===== config.mk =====
export PLATFORM = sky130hd
export DESIGN_NAME = pipeline_sequencer
export DESIGN_NICKNAME = d
export VERILOG_FILES = /design/src/rtl/pipeline_sequencer.sv
export SDC_FILE = /design/constraint.sdc
export NUM_CORES = 1
export LEC_CHECK = 0
export BUFFER_PORTS_ARGS = -buffer_cell sky130_fd_sc_hd__buf_4
export CAP_MARGIN = 30
export CORE_AREA = 2 2 39 41
export DETAILED_ROUTE_END_ITERATION = 10
export DIE_AREA = 0 0 41 43
export PLACE_DENSITY_LB_ADDON = 0.3
export SLEW_MARGIN = 25
export SYNTH_ARGS = -nofsm -noshare
export SYNTH_HDL_FRONTEND = slang
export SYNTH_SLANG_ARGS = --single-unit

===== constraint.sdc =====
create_clock -name clk -period 3.69 [get_ports clk]
set_clock_uncertainty 0.1 [all_clocks]
set_input_delay 0.1845 -clock clk [delete_from_list [all_inputs] [get_ports clk]]
set_output_delay 0.1845 -clock clk [all_outputs]
set_load 0.02 [all_outputs]

===== src/rtl/pipeline_sequencer.sv =====
// Five-stage pipeline control: load/flush strobes from a RUN/MEM_WAIT/DRAIN FSM.
// Define PIPE_PERF_CNT_EN to add saturating stall/flush/bubble counters.
module pipeline_sequencer (
   input  logic       clk,
   input  logic       rst,
   input  logic       if_rdy,
   input  logic       mem_rdy,
   input  logic       de_valid,
   input  logic       exe_valid,
   input  logic [6:0] opcode_exec,
   input  logic       br_en,
   input  logic [4:0] dec_rs1,
   input  logic [4:0] dec_rs2,
   input  logic [4:0] exe_rd,
   input  logic       exe_is_load,
   output logic       load_pc,
   output logic [1:0] pcmux_sel,
   output logic       fet_dec_load,
   output logic       dec_exe_load,
   output logic       exe_mem_load,
   output logic       mem_wb_load,
   output logic       fet_dec_rst,
   output logic       dec_exe_rst,
   output logic       exe_mem_rst,
   output logic       mem_wb_rst,
   output logic [1:0] seq_state
`ifdef PIPE_PERF_CNT_EN
   ,
   output logic [31:0] stall_cnt,
   output logic [31:0] flush_cnt,
   output logic [31:0] bubble_cnt
`endif
);

   typedef enum logic [1:0] {
      RUN      = 2'd0,
      MEM_WAIT = 2'd1,
      DRAIN    = 2'd2
   } state_t;

   localparam logic [6:0] OP_JAL  = 7'b1101111;
   localparam logic [6:0] OP_JALR = 7'b1100111;
   localparam logic [6:0] OP_BR   = 7'b1100011;

   localparam logic [1:0] PC_ALU  = 2'd1;
   localparam logic [1:0] PC_JALR = 2'd2;

   state_t state_q;
   state_t state_d;
   logic   redirect;
   logic   load_use;

   always_comb begin
      redirect = exe_valid && ((opcode_exec == OP_JAL) || (opcode_exec == OP_JALR) ||
                               ((opcode_exec == OP_BR) && br_en));
      load_use = de_valid && exe_valid && exe_is_load && (exe_rd != 5'd0) &&
                 (((dec_rs1 != 5'd0) && (dec_rs1 == exe_rd)) ||
                  ((dec_rs2 != 5'd0) && (dec_rs2 == exe_rd)));
   end

   always_comb begin
      state_d      = RUN;
      load_pc      = 1'b0;
      pcmux_sel    = 2'd0;
      fet_dec_load = 1'b0;
      dec_exe_load = 1'b0;
      exe_mem_load = 1'b0;
      mem_wb_load  = 1'b0;
      fet_dec_rst  = 1'b0;
      dec_exe_rst  = 1'b0;
      exe_mem_rst  = 1'b0;
      mem_wb_rst   = 1'b0;
      if (rst) begin
         fet_dec_rst = 1'b1;
         dec_exe_rst = 1'b1;
         exe_mem_rst = 1'b1;
         mem_wb_rst  = 1'b1;
      end else if (!mem_rdy) begin
         mem_wb_rst = 1'b1;
         state_d    = MEM_WAIT;
      end else if (redirect) begin
         load_pc      = 1'b1;
         pcmux_sel    = (opcode_exec == OP_JALR) ? PC_JALR : PC_ALU;
         fet_dec_rst  = 1'b1;
         dec_exe_rst  = 1'b1;
         exe_mem_load = 1'b1;
         mem_wb_load  = 1'b1;
         state_d      = if_rdy ? RUN : DRAIN;
      end else begin
         // A fetch issued before a redirect is still in flight until if_rdy; its data is dropped.
         state_d      = ((state_q == DRAIN) && !if_rdy) ? DRAIN : RUN;
         exe_mem_load = 1'b1;
         mem_wb_load  = 1'b1;
         if (load_use) begin
            dec_exe_rst = 1'b1;
         end else if ((state_q == DRAIN) || !if_rdy) begin
            fet_dec_rst  = 1'b1;
            dec_exe_load = 1'b1;
         end else begin
            load_pc      = 1'b1;
            fet_dec_load = 1'b1;
            dec_exe_load = 1'b1;
         end
      end
   end

   always_ff @(posedge clk or posedge rst) begin
      if (rst) begin
         state_q <= RUN;
      end else begin
         state_q <= state_d;
      end
   end

   assign seq_state = state_q;

`ifdef PIPE_PERF_CNT_EN
   logic [31:0] stall_cnt_q, stall_cnt_d;
   logic [31:0] flush_cnt_q, flush_cnt_d;
   logic [31:0] bubble_cnt_q, bubble_cnt_d;
   logic        stall_ev, flush_ev, bubble_ev;

   always_comb begin
      stall_ev     = !mem_rdy;
      flush_ev     = mem_rdy && redirect;
      bubble_ev    = mem_rdy && !redirect && load_use;
      stall_cnt_d  = stall_cnt_q;
      flush_cnt_d  = flush_cnt_q;
      bubble_cnt_d = bubble_cnt_q;
      if (stall_ev && (stall_cnt_q != 32'hFFFF_FFFF)) begin
         stall_cnt_d = stall_cnt_q + 32'd1;
      end
      if (flush_ev && (flush_cnt_q != 32'hFFFF_FFFF)) begin
         flush_cnt_d = flush_cnt_q + 32'd1;
      end
      if (bubble_ev && (bubble_cnt_q != 32'hFFFF_FFFF)) begin
         bubble_cnt_d = bubble_cnt_q + 32'd1;
      end
   end

   always_ff @(posedge clk or posedge rst) begin
      if (rst) begin
         stall_cnt_q  <= 32'd0;
         flush_cnt_q  <= 32'd0;
         bubble_cnt_q <= 32'd0;
      end else begin
         stall_cnt_q  <= stall_cnt_d;
         flush_cnt_q  <= flush_cnt_d;
         bubble_cnt_q <= bubble_cnt_d;
      end
   end

   assign stall_cnt  = stall_cnt_q;
   assign flush_cnt  = flush_cnt_q;
   assign bubble_cnt = bubble_cnt_q;
`endif

endmodule

==> results.json, run 1 <==
{
  "yosys.area_share.adder_pct": 0,
  "synthArstFlopShare_pct": 100,
  "rows": 14,
  "synthDistinctLibCells": 27,
  "cts_resized": 0,
  "ir_worst_vdd_uv": 75.2,
  "synthCells": 50,
  "wl_um": 1220,
  "core_area_um2": 1380,
  "die_h_um": 43,
  "cp-start-kind": "primary input",
  "grt_max_degree": 8,
  "antenna_cells": 0,
  "die_x_um": 41,
  "cts_tree": "yes",
  "crit_fanout": 7,
  "grt_usage_pct": 14.6,
  "slew_viol_final": 0,
  "ys_warn_count": 0,
  "worstPathRequired_ns": 3.41,
  "worstSkewPairLatency_ns": 0.23,
  "syn-num-nets": 80,
  "tns_ns": 0,
  "power.density_nw_per_um2": 195,
  "fillers": 151,
  "synth-seq-area-share_pct": 12.9,
  "area.growth.synth_to_final_pct": 90.7,
  "crit_type": "in -> out",
  "setup-violations-final": 0,
  "largest_register_ff_count": 2,
  "numPortBuffers": 42,
  "grt_setup_unrepaired": "no",
  "synthSimpleGateAreaFrac_pct": 35.4,
  "grt_first_pass_wirelength_um": 1800,
  "io_pins": 43,
  "start_util_pct": 28.1,
  "gp_congestion": 0.737,
  "place_inst": 106,
  "wl_per_cell_um": 11.1,
  "synth_top_family_by_area": "simple AND/OR/NAND/NOR gates",
  "vias": 553,
  "synth_compound_area_share_pct": 28.0,
  "crit_arrival_ns": 1.83,
  "grt_pass1_vias": 467,
  "dp_hpwl_um": 1040,
  "synthXorXnorAreaFrac_pct": 18.0,
  "dr.pass1.iters": 4,
  "clock_path_buffers": 2,
  "layout.nets": 126,
  "drive_gt1_share_pct": 53.2,
  "layout_min_cycle_time_ns": 2.12,
  "drt_iter0_markers": 3,
  "crit_path_end_kind": "primary output",
  "tightest_slew_ns": 0.370,
  "max-slew-margin-rel_pct": 75.3,
  "layout.cells.non_filler": 110,
  "hp-class": "in -> reg",
  "cts_buffers": 3,
  "root_buffer": "clkbuf_4",
  "clkSlewWorstSetupHoldPaths_ns": 0.03,
  "cap_violations": 0,
  "grt-ovfl-total": 0,
  "synth_flop_cell": "dfrtp_1",
  "vias_per_cell": 5.03,
  "antenna_found_initial": 0,
  "cts_max_level": 1,
  "p_leak_nw": 0.366,
  "syn_area_per_cell_um2": 7.78,
  "die_area_um2": 1760,
  "route.detailed.drc": 0,
  "holdWs_ns": 0.0191,
  "ys_ff_latch": 2,
  "post-route-period-util_pct": 57.4,
  "synth_mux_area_share_pct": 0,
  "status": "complete, no violations",
  "hold_violations": 0,
  "ant_nets": 0,
  "max_freq_mhz": 472,
  "netlist_area_um2": 389,
  "cts.sinks": 2,
  "synth_edf_count": 0
}
## critical path, stage by stage
cell,delay [ns]
dlygate4sd3_1,0.54
buf_4,0.15
inv_1,0.12
nand2_1,0.17
or3_1,0.37
a21oi_1,0.14
buf_4,0.16
## layer usage
layer	share of wire [%]	wire (µm)	GRT usage, %
met3	7.1	86	3.14
met5	0	0	0
met2	51	619	22.8
met1	40	488	17.5
met4	1.8	22	8.00
## worst paths after layout
path,depth (start not counted),end,slack [ns],from
setup reg to reg,2,seq_state[1],2.74,seq_state[0]
max in group asynchronous,3,seq_state[1],3.02,rst
hold / removal,2,seq_state[1],0.02,if_rdy
hold reg to reg,2,seq_state[1],0.48,seq_state[0]
min in group asynchronous,3,seq_state[0],0.33,rst
setup / recovery,7,fet_dec_load,1.57,rst
## per-stage QoR
stage | utilization [%] | total power [mW] | setup WS, ns | instance area, µm²
finish | 53.6 | 0.145 | 1.57 | 742
global route | 53.6 | 0.155 | 1.45 | 742
CTS | 53.6 | 0.147 | 1.57 | 742
detailed placement | 51.3 | 0.0954 | 1.81 | 709
global placement | 51.3 | 0.0942 | 1.83 | 709
floorplan | - | 0.0553 | 1.79 | 389
## cell families (layout without fill, tap and decap cells)
family	after synthesis	count (layout)
AOI/OAI and AO/OA	13	13
xor gates and xnor gates	8	8
buffers and inverters	4	48
DFF	2	2
and+or+nand+nor	23	23
## area by class of cell
type	count	area [µm²]	area share, %
clock buffers	3	22.5	3.04
inverters	2	7.51	1.01
multi-input cells	44	317	42.7
flip-flops and latches	2	50.0	6.75
well taps	16	20.0	2.70
repair buffers	43	325	43.8
## what timing repair did
action                    4_1_cts  5_1_grt
hold buffers                    1        0
hold endpoints to repair        2        0
setup buffers                   0        0
## placed cells by master, fill, tap and decap left out
cell type / Yosys / layout
nor3_1: 3 / 3
a21o_1: 1 / 1
nand4_1: 2 / 2
dfrtp_1: 2 / 2
buf_4: 2 / 42
nand2_1: 2 / 2
and3_1: 1 / 1
or4_1: 1 / 1
nand3_1: 1 / 1
a31o_2: 1 / 1
xnor2_1: 8 / 8
nor2b_1: 1 / 1
dlygate4sd3_1: 0 / 1
a221oi_1: 1 / 1
a21oi_1: 2 / 2
nand2b_1: 1 / 1
clkbuf_4: 0 / 3
and2_1: 3 / 3
inv_1: 2 / 2
or3_1: 1 / 1
and4b_1: 2 / 2
o22ai_2: 1 / 1
o2111ai_1: 1 / 1
a311oi_1: 1 / 1
a211oi_1: 2 / 2
nor2_1: 4 / 4
a21oi_2: 2 / 2
o2111a_1: 1 / 1
or4_4: 1 / 1
## cell usage after synthesis (2+ instances only)
cell type  instances  area, µm²
nor3_1             3       15.0
and4b_1            2       20.0
xnor2_1            8       70.1
a211oi_1           2       15.0
buf_4              2       15.0
a21oi_1            2       10.0
dfrtp_1            2       50.1
inv_1              2       7.51
nand2_1            2       7.51
nor2_1             4       15.0
a21oi_2            2       17.5
and2_1             3       18.8
nand4_1            2       12.5
## report_power, final
group          switching, mW  internal, mW
combinational         0.0320        0.0408
clock                 0.0130        0.0359
sequential          0.000274        0.0227
total                 0.0453        0.0994
No activity file was read; power rests on OpenSTA's default activity.
==> run 2: changes to the inputs <==
CORE_AREA = default   (was 2 2 39 41)
CORE_UTILIZATION = 29   (was default)
DIE_AREA = default   (was 0 0 41 43)
clock period = 1.85 ns   (was 3.69 ns; I/O delays follow)
==> results.json, run 2 (synthesis results as in run 1) <==
{
  "grt-ovfl-total": 0,
  "dp_hpwl_um": 1080,
  "max-slew-margin-rel_pct": 77.7,
  "wl_um": 1320,
  "cts_max_level": 1,
  "layout.cells.non_filler": 111,
  "ir_worst_vdd_uv": 146,
  "postCtsSetupRepairBufs": 0,
  "rows": 12,
  "hold_violations": 0,
  "vias_per_cell": 5.12,
  "die_h_um": 38.6,
  "grt_setup_unrepaired": "no",
  "p_leak_nw": 0.379,
  "layout.nets": 129,
  "power.density_nw_per_um2": 378,
  "route.met3.wl_um": 58,
  "wl_met1_um": 554,
  "dr.pass1.iters": 6,
  "cp-start-kind": "primary input",
  "place_inst": 104,
  "fin_util_pct": 65.7,
  "crit_path_end_kind": "primary output",
  "clock_path_buffers": 2,
  "route.detailed.drc": 0,
  "vias": 568,
  "worstPathRequired_ns": 1.66,
  "crit_arrival_ns": 1.57,
  "tightest_slew_ns": 0.334,
  "final_cell_mix": "42 x buf_4, 8 x xnor2_1, 4 x nor2_1, 4 x dlygate4sd3_1",
  "drive_gt1_share_pct": 51.5,
  "gp_congestion": 0.862,
  "die_x_um": 38.6,
  "layout_min_cycle_time_ns": 1.77,
  "antenna_cells": 0,
  "regArea_um2": 50.0,
  "worstSkewPairLatency_ns": 0.22,
  "post-route-period-util_pct": 95.4,
  "cts_tree": "yes",
  "drt_iter0_markers": 7,
  "grt_first_pass_wirelength_um": 2100,
  "top_layer_used": "met3",
  "dr_wl_met2_um": 710,
  "largest_register_ff_count": 2,
  "fillers": 113,
  "tns_ns": 0,
  "status": "complete, no violations",
  "finalInstanceArea_um2": 769,
  "wl_per_cell_um": 11.9,
  "max_freq_mhz": 566,
  "place_area_um2": 707,
  "layout_commonest_cell": "buf_4",
  "ant_nets": 0,
  "cap_violations": 0,
  "grt_usage_pct": 20.4,
  "multi_input_area_um2": 317,
  "start_util_pct": 33.2,
  "antenna_found_initial": 0,
  "numPortBuffers": 42,
  "cts.sinks": 2,
  "setup-violations-final": 0,
  "crit_type": "in -> out",
  "grt_max_degree": 8,
  "io_pins": 43,
  "grt_pass1_vias": 503,
  "root_buffer": "clkbuf_4",
  "area.growth.synth_to_final_pct": 97.7,
  "holdWs_ns": 0.177,
  "clkSlewWorstSetupHoldPaths_ns": 0.03,
  "die_area_um2": 1490,
  "slew_viol_final": 0,
  "hp-class": "in -> reg",
  "crit_fanout": 7,
  "core_area_um2": 1170,
  "cts_buffers": 3
}
## run 2: cell types whose count changed in the layout (fill, tap and decap cells not counted), sizes merged
| cell | delta |
|---|---|
| dlygate4sd3 | +3 |
## run 2: repair_timing
| item | in CTS | in global routing |
|---|---|---|
| endpoints found under the setup margin | 0 | 0 |
| gates resized for setup | 0 | 0 |
| hold buffers | 4 | 0 |
| hold endpoints to repair | 4 | 0 |
## run 2: worst max-delay path: stages
cell and delay, ns:
dlygate4sd3_1 0.53, buf_4 0.12, nand2_1 0.14, or3_1 0.37, a21oi_1 0.15, buf_4 0.17
## run 2: layer usage
metal / global-route usage (%) / vias to the layer above
met5: 0 / -
met4: 9.48 / 0
met3: 3.47 / 0
met2: 36.3 / 25
met1: 23.3 / 258
li1: - / 285
## run 2: worst paths after layout
kind | start | to | slack, ns | cells after the start
min | opcode_exec[1] | seq_state[1] | 0.18 | 3
max | mem_rdy | fet_dec_load | 0.08 | 6
min in group asynchronous | rst | seq_state[0] | 0.25 | 3
min reg2reg | seq_state[0] | seq_state[1] | 0.52 | 2
max reg2reg | seq_state[0] | seq_state[1] | 0.81 | 2
max in group asynchronous | rst | seq_state[1] | 1.27 | 3
## run 2: power breakdown
part | switching [mW] | leakage, nW | internal (mW) | total [mW]
registers | 0.000483 | 0.0269 | 0.0453 | 0.0457
logic | 0.0653 | 0.338 | 0.0857 | 0.151
clock network | 0.0231 | 0.0138 | 0.0714 | 0.0945
## run 2: cell type report
cell class / instances / area share [%]
tap: 14 / 2.28
sequential: 2 / 6.50
clock buffer: 3 / 2.93
multi-input combinational: 44 / 41.1
inverter: 2 / 0.976
timing repair buffer: 46 / 46.2
## run 2: metrics by stage
| stage | setup slack, ns | power, mW |
|---|---|---|
| 5_1_grt | 0.0340 | 0.308 |
| 3_3_place_gp | 0.169 | 0.187 |
| 6_report | 0.0848 | 0.291 |
| 4_1_cts | 0.0949 | 0.295 |
| 2_1_floorplan | 0.137 | 0.110 |
| 3_5_place_dp | 0.170 | 0.190 |
